File: src/rtl/oh_mux_rr.sv
// oh_mux_rr: M-input, N-bit round-robin arbitrating mux with one registered output stage.
// Optional packet lock is enabled by defining OH_MUX_RR_LOCK_EN (adds port last_in).
module oh_mux_rr #(
    parameter int N = 1,
    parameter int M = 4
) (
    input  logic           clk,
    input  logic           reset,
    input  logic [M-1:0]   valid_in,
    input  logic [M*N-1:0] data_in,
    output logic [M-1:0]   ready_out,
`ifdef OH_MUX_RR_LOCK_EN
    input  logic [M-1:0]   last_in,
`endif
    output logic           valid_out,
    output logic [N-1:0]   data_out,
    output logic [M-1:0]   sel_out,
    input  logic           ready_in
);

    localparam int IW = $clog2(M);

    logic [IW-1:0] ptr_r;
    logic [M-1:0]  rr_grant_s;
    logic [IW-1:0] rr_idx_s;
    logic          rr_found_s;
    logic [M-1:0]  grant_s;
    logic [IW-1:0] win_idx_s;
    logic [N-1:0]  win_data_s;
    logic          load_s;
    logic          accept_s;

`ifdef OH_MUX_RR_LOCK_EN
    logic          lock_r;
    logic [IW-1:0] lock_idx_r;
`endif

    // Round-robin search starting just after the last winner, wrapping at M-1 -> 0.
    always_comb begin : rr_search
        int idx;
        idx        = 0;
        rr_found_s = 1'b0;
        rr_idx_s   = '0;
        for (int k = 1; k <= M; k++) begin
            idx = int'(ptr_r) + k;
            if (idx >= M) begin
                idx = idx - M;
            end else begin
                idx = idx;
            end
            if (!rr_found_s && valid_in[idx]) begin
                rr_found_s = 1'b1;
                rr_idx_s   = IW'(idx);
            end else begin
                rr_found_s = rr_found_s;
            end
        end
        if (rr_found_s) begin
            rr_grant_s = {{(M-1){1'b0}}, 1'b1} << rr_idx_s;
        end else begin
            rr_grant_s = '0;
        end
    end

    // Final grant: a locked packet owner overrides the round robin.
    always_comb begin
        grant_s   = rr_grant_s;
        win_idx_s = rr_idx_s;
`ifdef OH_MUX_RR_LOCK_EN
        if (lock_r) begin
            win_idx_s = lock_idx_r;
            if (valid_in[lock_idx_r]) begin
                grant_s = {{(M-1){1'b0}}, 1'b1} << lock_idx_r;
            end else begin
                grant_s = '0;
            end
        end else begin
            grant_s = rr_grant_s;
        end
`endif
    end

    // Handshake: ready depends only on grant and output-register availability, never on data.
    always_comb begin
        load_s     = ~valid_out | ready_in;
        ready_out  = grant_s & {M{load_s & ~reset}};
        accept_s   = |ready_out;
        win_data_s = data_in[int'(win_idx_s)*N +: N];
    end

    // Output register stage and round-robin pointer.
    always_ff @(posedge clk or posedge reset) begin
        if (reset) begin
            valid_out <= 1'b0;
            data_out  <= '0;
            sel_out   <= '0;
            ptr_r     <= IW'(M - 1);
        end else if (accept_s) begin
            valid_out <= 1'b1;
            data_out  <= win_data_s;
            sel_out   <= grant_s;
            ptr_r     <= win_idx_s;
        end else if (ready_in) begin
            valid_out <= 1'b0;
        end else begin
            valid_out <= valid_out;
        end
    end

`ifdef OH_MUX_RR_LOCK_EN
    // Packet lock: set by a non-last beat, released by the owner's last beat.
    always_ff @(posedge clk or posedge reset) begin
        if (reset) begin
            lock_r     <= 1'b0;
            lock_idx_r <= '0;
        end else if (accept_s) begin
            if (lock_r) begin
                if (last_in[win_idx_s]) begin
                    lock_r <= 1'b0;
                end else begin
                    lock_r <= 1'b1;
                end
            end else if (!last_in[win_idx_s]) begin
                lock_r     <= 1'b1;
                lock_idx_r <= win_idx_s;
            end else begin
                lock_r <= 1'b0;
            end
        end else begin
            lock_r <= lock_r;
        end
    end
`endif

endmodule

File: config.mk
export PLATFORM = sky130hd
export DESIGN_NAME = oh_mux_rr
export DESIGN_NICKNAME = d
export VERILOG_FILES = /design/src/rtl/oh_mux_rr.sv
export SDC_FILE = /design/constraint.sdc
export NUM_CORES = 1
export LEC_CHECK = 0
export CAP_MARGIN = 20
export CORE_AREA = 4 4 41 43
export CTS_BUF_LIST = sky130_fd_sc_hd__clkbuf_2
export CTS_CLUSTER_SIZE = 8
export DETAILED_ROUTE_END_ITERATION = 10
export DIE_AREA = 0 0 45 47
export PLACE_DENSITY_LB_ADDON = 0.08
export REMOVE_ABC_BUFFERS = 1
export SYNTH_ARGS = -nofsm -noshare
export SYNTH_HDL_FRONTEND = slang
export SYNTH_SLANG_ARGS = --single-unit
File: constraint.sdc
create_clock -name clk -period 2.3 [get_ports clk]
set_clock_uncertainty 0.15 [all_clocks]
set_input_delay 0.46 -clock clk [delete_from_list [all_inputs] [get_ports clk]]
set_output_delay 0.46 -clock clk [all_outputs]
set_load 0.005 [all_outputs]
=== After elaboration in Yosys (flattened, before gate mapping) ===
Index checks and enable logic that the tools add are counted.

* Output and inout bits: 10
* Input bits: 11
* Register bits after elaboration: 8
* Logic and storage cells: 62

* Order comparisons: 8
* Reduce and logical (&&, ||, !) cells: 8
* $add $sub $neg: 8
* Bitwise logic cells: 5
* Multiplexer cells: 27
* Shift operators: 2

{| class="wikitable"
|+ Operators with widths
! kind !! number
|-
| $lt 32x4->1 const B || 4
|-
| $mux 32 || 4
|-
| $mux 1 || 14
|-
| $sub 3x3->4 const B || 3
|-
| $ge 3x3->1 const B || 3
|-
| $bmux 1 s2 || 4
|-
| $mux 2 || 4
|-
| $add 2x2->3 const B || 2
|-
| $sub 4x3->5 const B || 1
|-
| $add 2x3->4 const B || 1
|-
| $and 4x4->4 || 1
|-
| $ge 4x3->1 const B || 1
|-
| $mux 4 || 1
|-
| $reduce_or 4->1 || 1
|-
| $shiftx 4x3->1 || 1
|-
| $shl 1x2->4 const A || 1
|-
| $add 2x1->3 const B || 1
|-
| $logic_and 1x1->1 || 3
|-
| $logic_not 1->1 || 3
|-
| $not 1->1 || 2
|-
| $reduce_bool 2->1 || 1
|-
| $and 1x1->1 || 1
|-
| $or 1x1->1 || 1
|}

=== Longest topological paths before layout ===
Gate-level depths: netlist (run 1).

* Depth in word-level cells: 21
* Mapped depth: 6
* Depth with buffers taken out: 5

=== Worst setup path before layout (run 1) ===
OpenSTA, ideal clock, no wires.

* Kind: input-to-output
* From: input port reset
* To: output port ready_out[0]
* Required time: 1.690 ns
* Path slack: 0.330 ns
* Cell stages on the path: 5
* Data arrival time: 1.360 ns
* Buffers on the path: 1
* Cells stage by stage: inv_1 -> o21a_1 -> o41ai_1 -> buf_2 -> nor3_1

* Word-level cells in the longest chain between the ends: 3

{| class="wikitable"
|+ RTL lines
! item !! line !! source
|-
| start: declaration || 8 || <nowiki>input logic reset,</nowiki>
|-
| $not 1->1 || 86 || <nowiki>ready_out = grant_s & {M{load_s & ~reset}};</nowiki>
|-
| $and 1x1->1 || 86 ||
|-
| $and 4x4->4 || 86 ||
|-
| end: declaration || 11 || <nowiki>output logic [M-1:0] ready_out,</nowiki>
|}

No other way between the ends.

=== Worst setup path in the final report (run 1) ===
* From: register ptr_r[1]
* To: output port ready_out[2]

* Word-level cells in the longest chain between the ends: 19
* Elaborated cells on any way between the ends: 45
* Classes of those cells: 8 x add/sub; 4 x order compare; 1 x shift; 25 x mux; 1 x bitwise; 6 x reduce/logical

{| class="wikitable"
|+ RTL lines
! item !! line !! source
|-
| start: declaration || 23 || <nowiki>logic [IW-1:0] ptr_r;</nowiki>
|-
| start signal: assignment || 97 || <nowiki>ptr_r <= IW'(M - 1);</nowiki>
|-
| start signal: assignment || 102 || <nowiki>ptr_r <= win_idx_s;</nowiki>
|-
| $add 2x1->3 || 45 || <nowiki>idx = int'(ptr_r) + k;</nowiki>
|-
| $sub 3x3->4 / $ge 3x3->1 (equally long branches) || 47, 46 ||
|-
| $mux 32 || 46 || <nowiki>if (idx >= M) begin</nowiki>
|-
| $bmux 1 s2 || 51 || <nowiki>if (!rr_found_s && valid_in[idx]) begin</nowiki>
|-
| $mux 1 (not written as such) (2 in a row) || 51 ||
|-
| $mux 1 || 51 ||
|-
| $logic_not 1->1 || 51 ||
|-
| $logic_and 1x1->1 || 51 ||
|-
| [... 2 more ...] || - ||
|-
| $logic_and 1x1->1 || 51 ||
|-
| $mux 1 || 51 ||
|-
| $logic_not 1->1 || 51 ||
|-
| $logic_and 1x1->1 || 51 ||
|-
| $mux 2 || 51 ||
|-
| $shl 1x2->4 || 59 || <nowiki>rr_grant_s = {{(M-1){1'b0}}, 1'b1} << rr_idx_s;</nowiki>
|-
| $mux 4 * || 58 || <nowiki>if (rr_found_s) begin</nowiki>
|-
| $and 4x4->4 * || 86 ||
|}

Every way passes the cells marked *; elsewhere a longest branch is shown, timed or not. The select of a mux whose other input is x is not followed.

==> run_results.csv, run 1 <==
group,metric,value,unit
routing,drt-initial-drc-count,4,
synth,ys_ff_latch,8,
grt,track_usage,13.9,%
sta,hold_viol_final,0,
outcome,status,"finished, violations left",
cts,clkTransAtPathRegs,80,ps
layout,layout_commonest_cell,"buf_4",
floorplanning,rows,13,
cts,cts-root-buf,"clkbuf_2",
floorplanning,fp.dieW,45,um
sta,holdWs,327,ps
synth,ys_types,23,
sta,worstMarginPinSlew,395,ps
critical_path,crit_path_start_kind,"flip-flop",
power,p_leak,0.000438,uW
layout,areaGrowthSynthToFinish,92.3,%
synth,ys_seq_area_share,44.8,%
worst_hold_path,hold_depth,1,
synth,synth_top_family_by_area,"compound AO/OA/AOI/OAI gates",
place,io_buffers,20,
sta,layout_min_cycle_time,2310,ps
outcome,violations,"negative setup slack",
critical_path,end_kind,"output port",
sta,slew_headroom,73.3,%
power,p_per_area,751,nW/um^2
routing,post_drt_wl_per_cell,13.4,um
critical_path,crit_type,"reg2out",
layout,final_util,66.9,%
synth,syn_area_per_cell,9.44,um^2
worst_hold_path,min_from,"sel_out[0]$_DFFE_PP0P_",
place,gp_congestion,0.784,
worst_hold_path,hold_path.class,"reg2reg",
grt,use_met3,2.30,%
place,dp_hpwl,948,um
cts,cts_tree,"done",
power,power,654,uW
grt,grt_most_used_layer,"met2",
synth,syn_inst,48,
floorplanning,core,1300,um^2
cts,clock_latency,230,ps
routing,num_vias,519,
cts,cts_buffer_depth,2,
run,drv_cap,0,
floorplanning,initial_core_util,34.8,%
synth,synth.area.mux_share,6.63,%
floorplanning,dieHeight,47,um
grt,grt-ovfl-total,0,
sta,finalWorstSetupSlack,-14.6,ps
critical_path,rr_worst_depth,8,
critical_path,crit_start,"ptr_r[1]$_DFFE_PP1P_",
grt,use_met1,18.3,%
critical_path,critPathArrivalTime,1700,ps
synth,synth_xor_area_share,0,%
layout,fin_nets,104,
routing,drc_errors,0,
floorplanning,num_io_pins,21,
sta,final-setup-viol-count,2,
grt,grt_pass1_wl,2090,um
routing,via_per_inst,4.90,
synth,synthSimpleGateAreaFrac,18.0,%
sta,finalCritPeriodShare,101,%
grt,grt_max_degree,11,
sta,fmax,432,MHz
layout,antenna_cells,0,
synth,netlist_area,453,um^2
power,ir_worst_vdd,0.434,mV
synth,synth_fa_ha_area_share,0,%
critical_path,path_max_fanout,4,
layout,final_cell_mix,"buf_4, clkdlybuf4s50_1, nand2_1",
grt,grt_pass1_vias,492,
critical_path,regToRegStartpoint,"ptr_r[1]$_DFFE_PP1P_",
sta,drv_slew,0,
sta,grt_setup_unrepaired,"yes",
layout,drive_gt1_share,48.4,%
grt,grt_use_met2,22.0,%
routing,dr.pass1.iters,2,
layout,fillers,117,
routing,ant_nets,0,
critical_path,required,1690,ps
cts,cts_made_buffers,3,
grt,antenna_found_initial,0,
routing,wl,1420,um
cts,h-tree-depth,1,
floorplanning,dieArea,2120,um^2
cts,cts_sinks,8,
synth,synth-compound-area-share,26.2,%
synth,ys_warn_count,0,
[area by class of cell]
cell class / instances / area (um^2) / area share (%)
Timing Repair Buffer: 41 / 332 / 38.1
Multi-Input combinational cell: 35 / 288 / 33.0
Sequential cell: 8 / 203 / 23.3
Tap cell: 15 / 18.8 / 2.16
Clock buffer: 3 / 15.0 / 1.72
Inverter: 4 / 15.0 / 1.72
[metrics by stage]
stage	worst slack, ps	TNS, ps	cells	area (um^2)
floorplan	82.0	0	47	448
global placement	-702	-2620	93	749
detailed placement	-719	-2680	93	749
CTS	-64.6	-64.6	103	825
global route	-82.8	-252	106	871
finish	-14.6	-17.9	106	871
[where the power goes]
part	switching, uW	total [uW]	internal (uW)
clock	48.4	84.0	35.6
sequential	24.1	208	184
combinational	139	361	222
total	212	654	442
[final timing paths]
kind,slack [ps],endpoint
max,-10,ready_out[2]
min,330,sel_out[0]$_DFFE_PP0P_
max reg2reg,310,data_out$_DFFE_PP0P_
min reg2reg,330,sel_out[0]$_DFFE_PP0P_
max in group asynchronous,1430,ptr_r[0]$_DFFE_PP1P_
min in group asynchronous,360,sel_out[3]$_DFFE_PP0P_
[metal layers]
layer | up-vias | part of all wire (%)
li1 | 259 | -
met1 | 248 | 44
met2 | 12 | 51
met3 | 0 | 4.4
met4 | 0 | 0
met5 | - | 0
[cells by family after synthesis]
group	count (synthesis)
buffers and inverters	5
multiplexers	3
AO/OA/AOI/OAI	15
AND/OR/NAND/NOR	17
flip-flops	8
[critical path, stage by stage (launching register included)]
cell and delay [ps]:
dfstp_2 590, mux2i_2 260, o221a_2 250, buf_4 110, and3_4 170, buf_6 100
[synthesized netlist by cell type]
library cell  number  area [um^2]
o21a_1             1         7.51
dfstp_2            2         52.6
o41ai_1            1         8.76
and2b_1            1         7.51
a211oi_2           1         12.5
nor3_1             1         5.00
nand2_1            9         33.8
o21ai_0            2         10.0
dfrtp_1            6          150
inv_1              4         15.0
o221ai_2           1         15.0
nor2_1             2         7.51
buf_2              1         5.00
and3_2             1         7.51
o221ai_1           1         8.76
o21ai_1            2         10.0
a21o_1             3         22.5
mux2i_1            3         30.0
a211oi_1           1         7.51
nor3b_1            1         7.51
a21oi_1            1         5.00
o221a_2            1         11.3
nand2b_1           2         12.5
[timing repair]
action	CTS	global route
pin swaps	5	5
gates resized for setup	29	12
setup buffers	7	4
endpoints found under the setup margin	4	4
hold buffers	0	0
[registers in the layout, summed over array words and instances, names as in the netlist]
name       count
data_out       1
ptr_r          2
sel_out        4
valid_out      1
Note: power is estimated with default switching activity, not from simulation.
==> run 2: changes to the inputs <==
SLEW_MARGIN = 10   (was unset)
==> results of run 2 <==
Same layout as run 1: the final DEF is identical, and so are final timing and power.
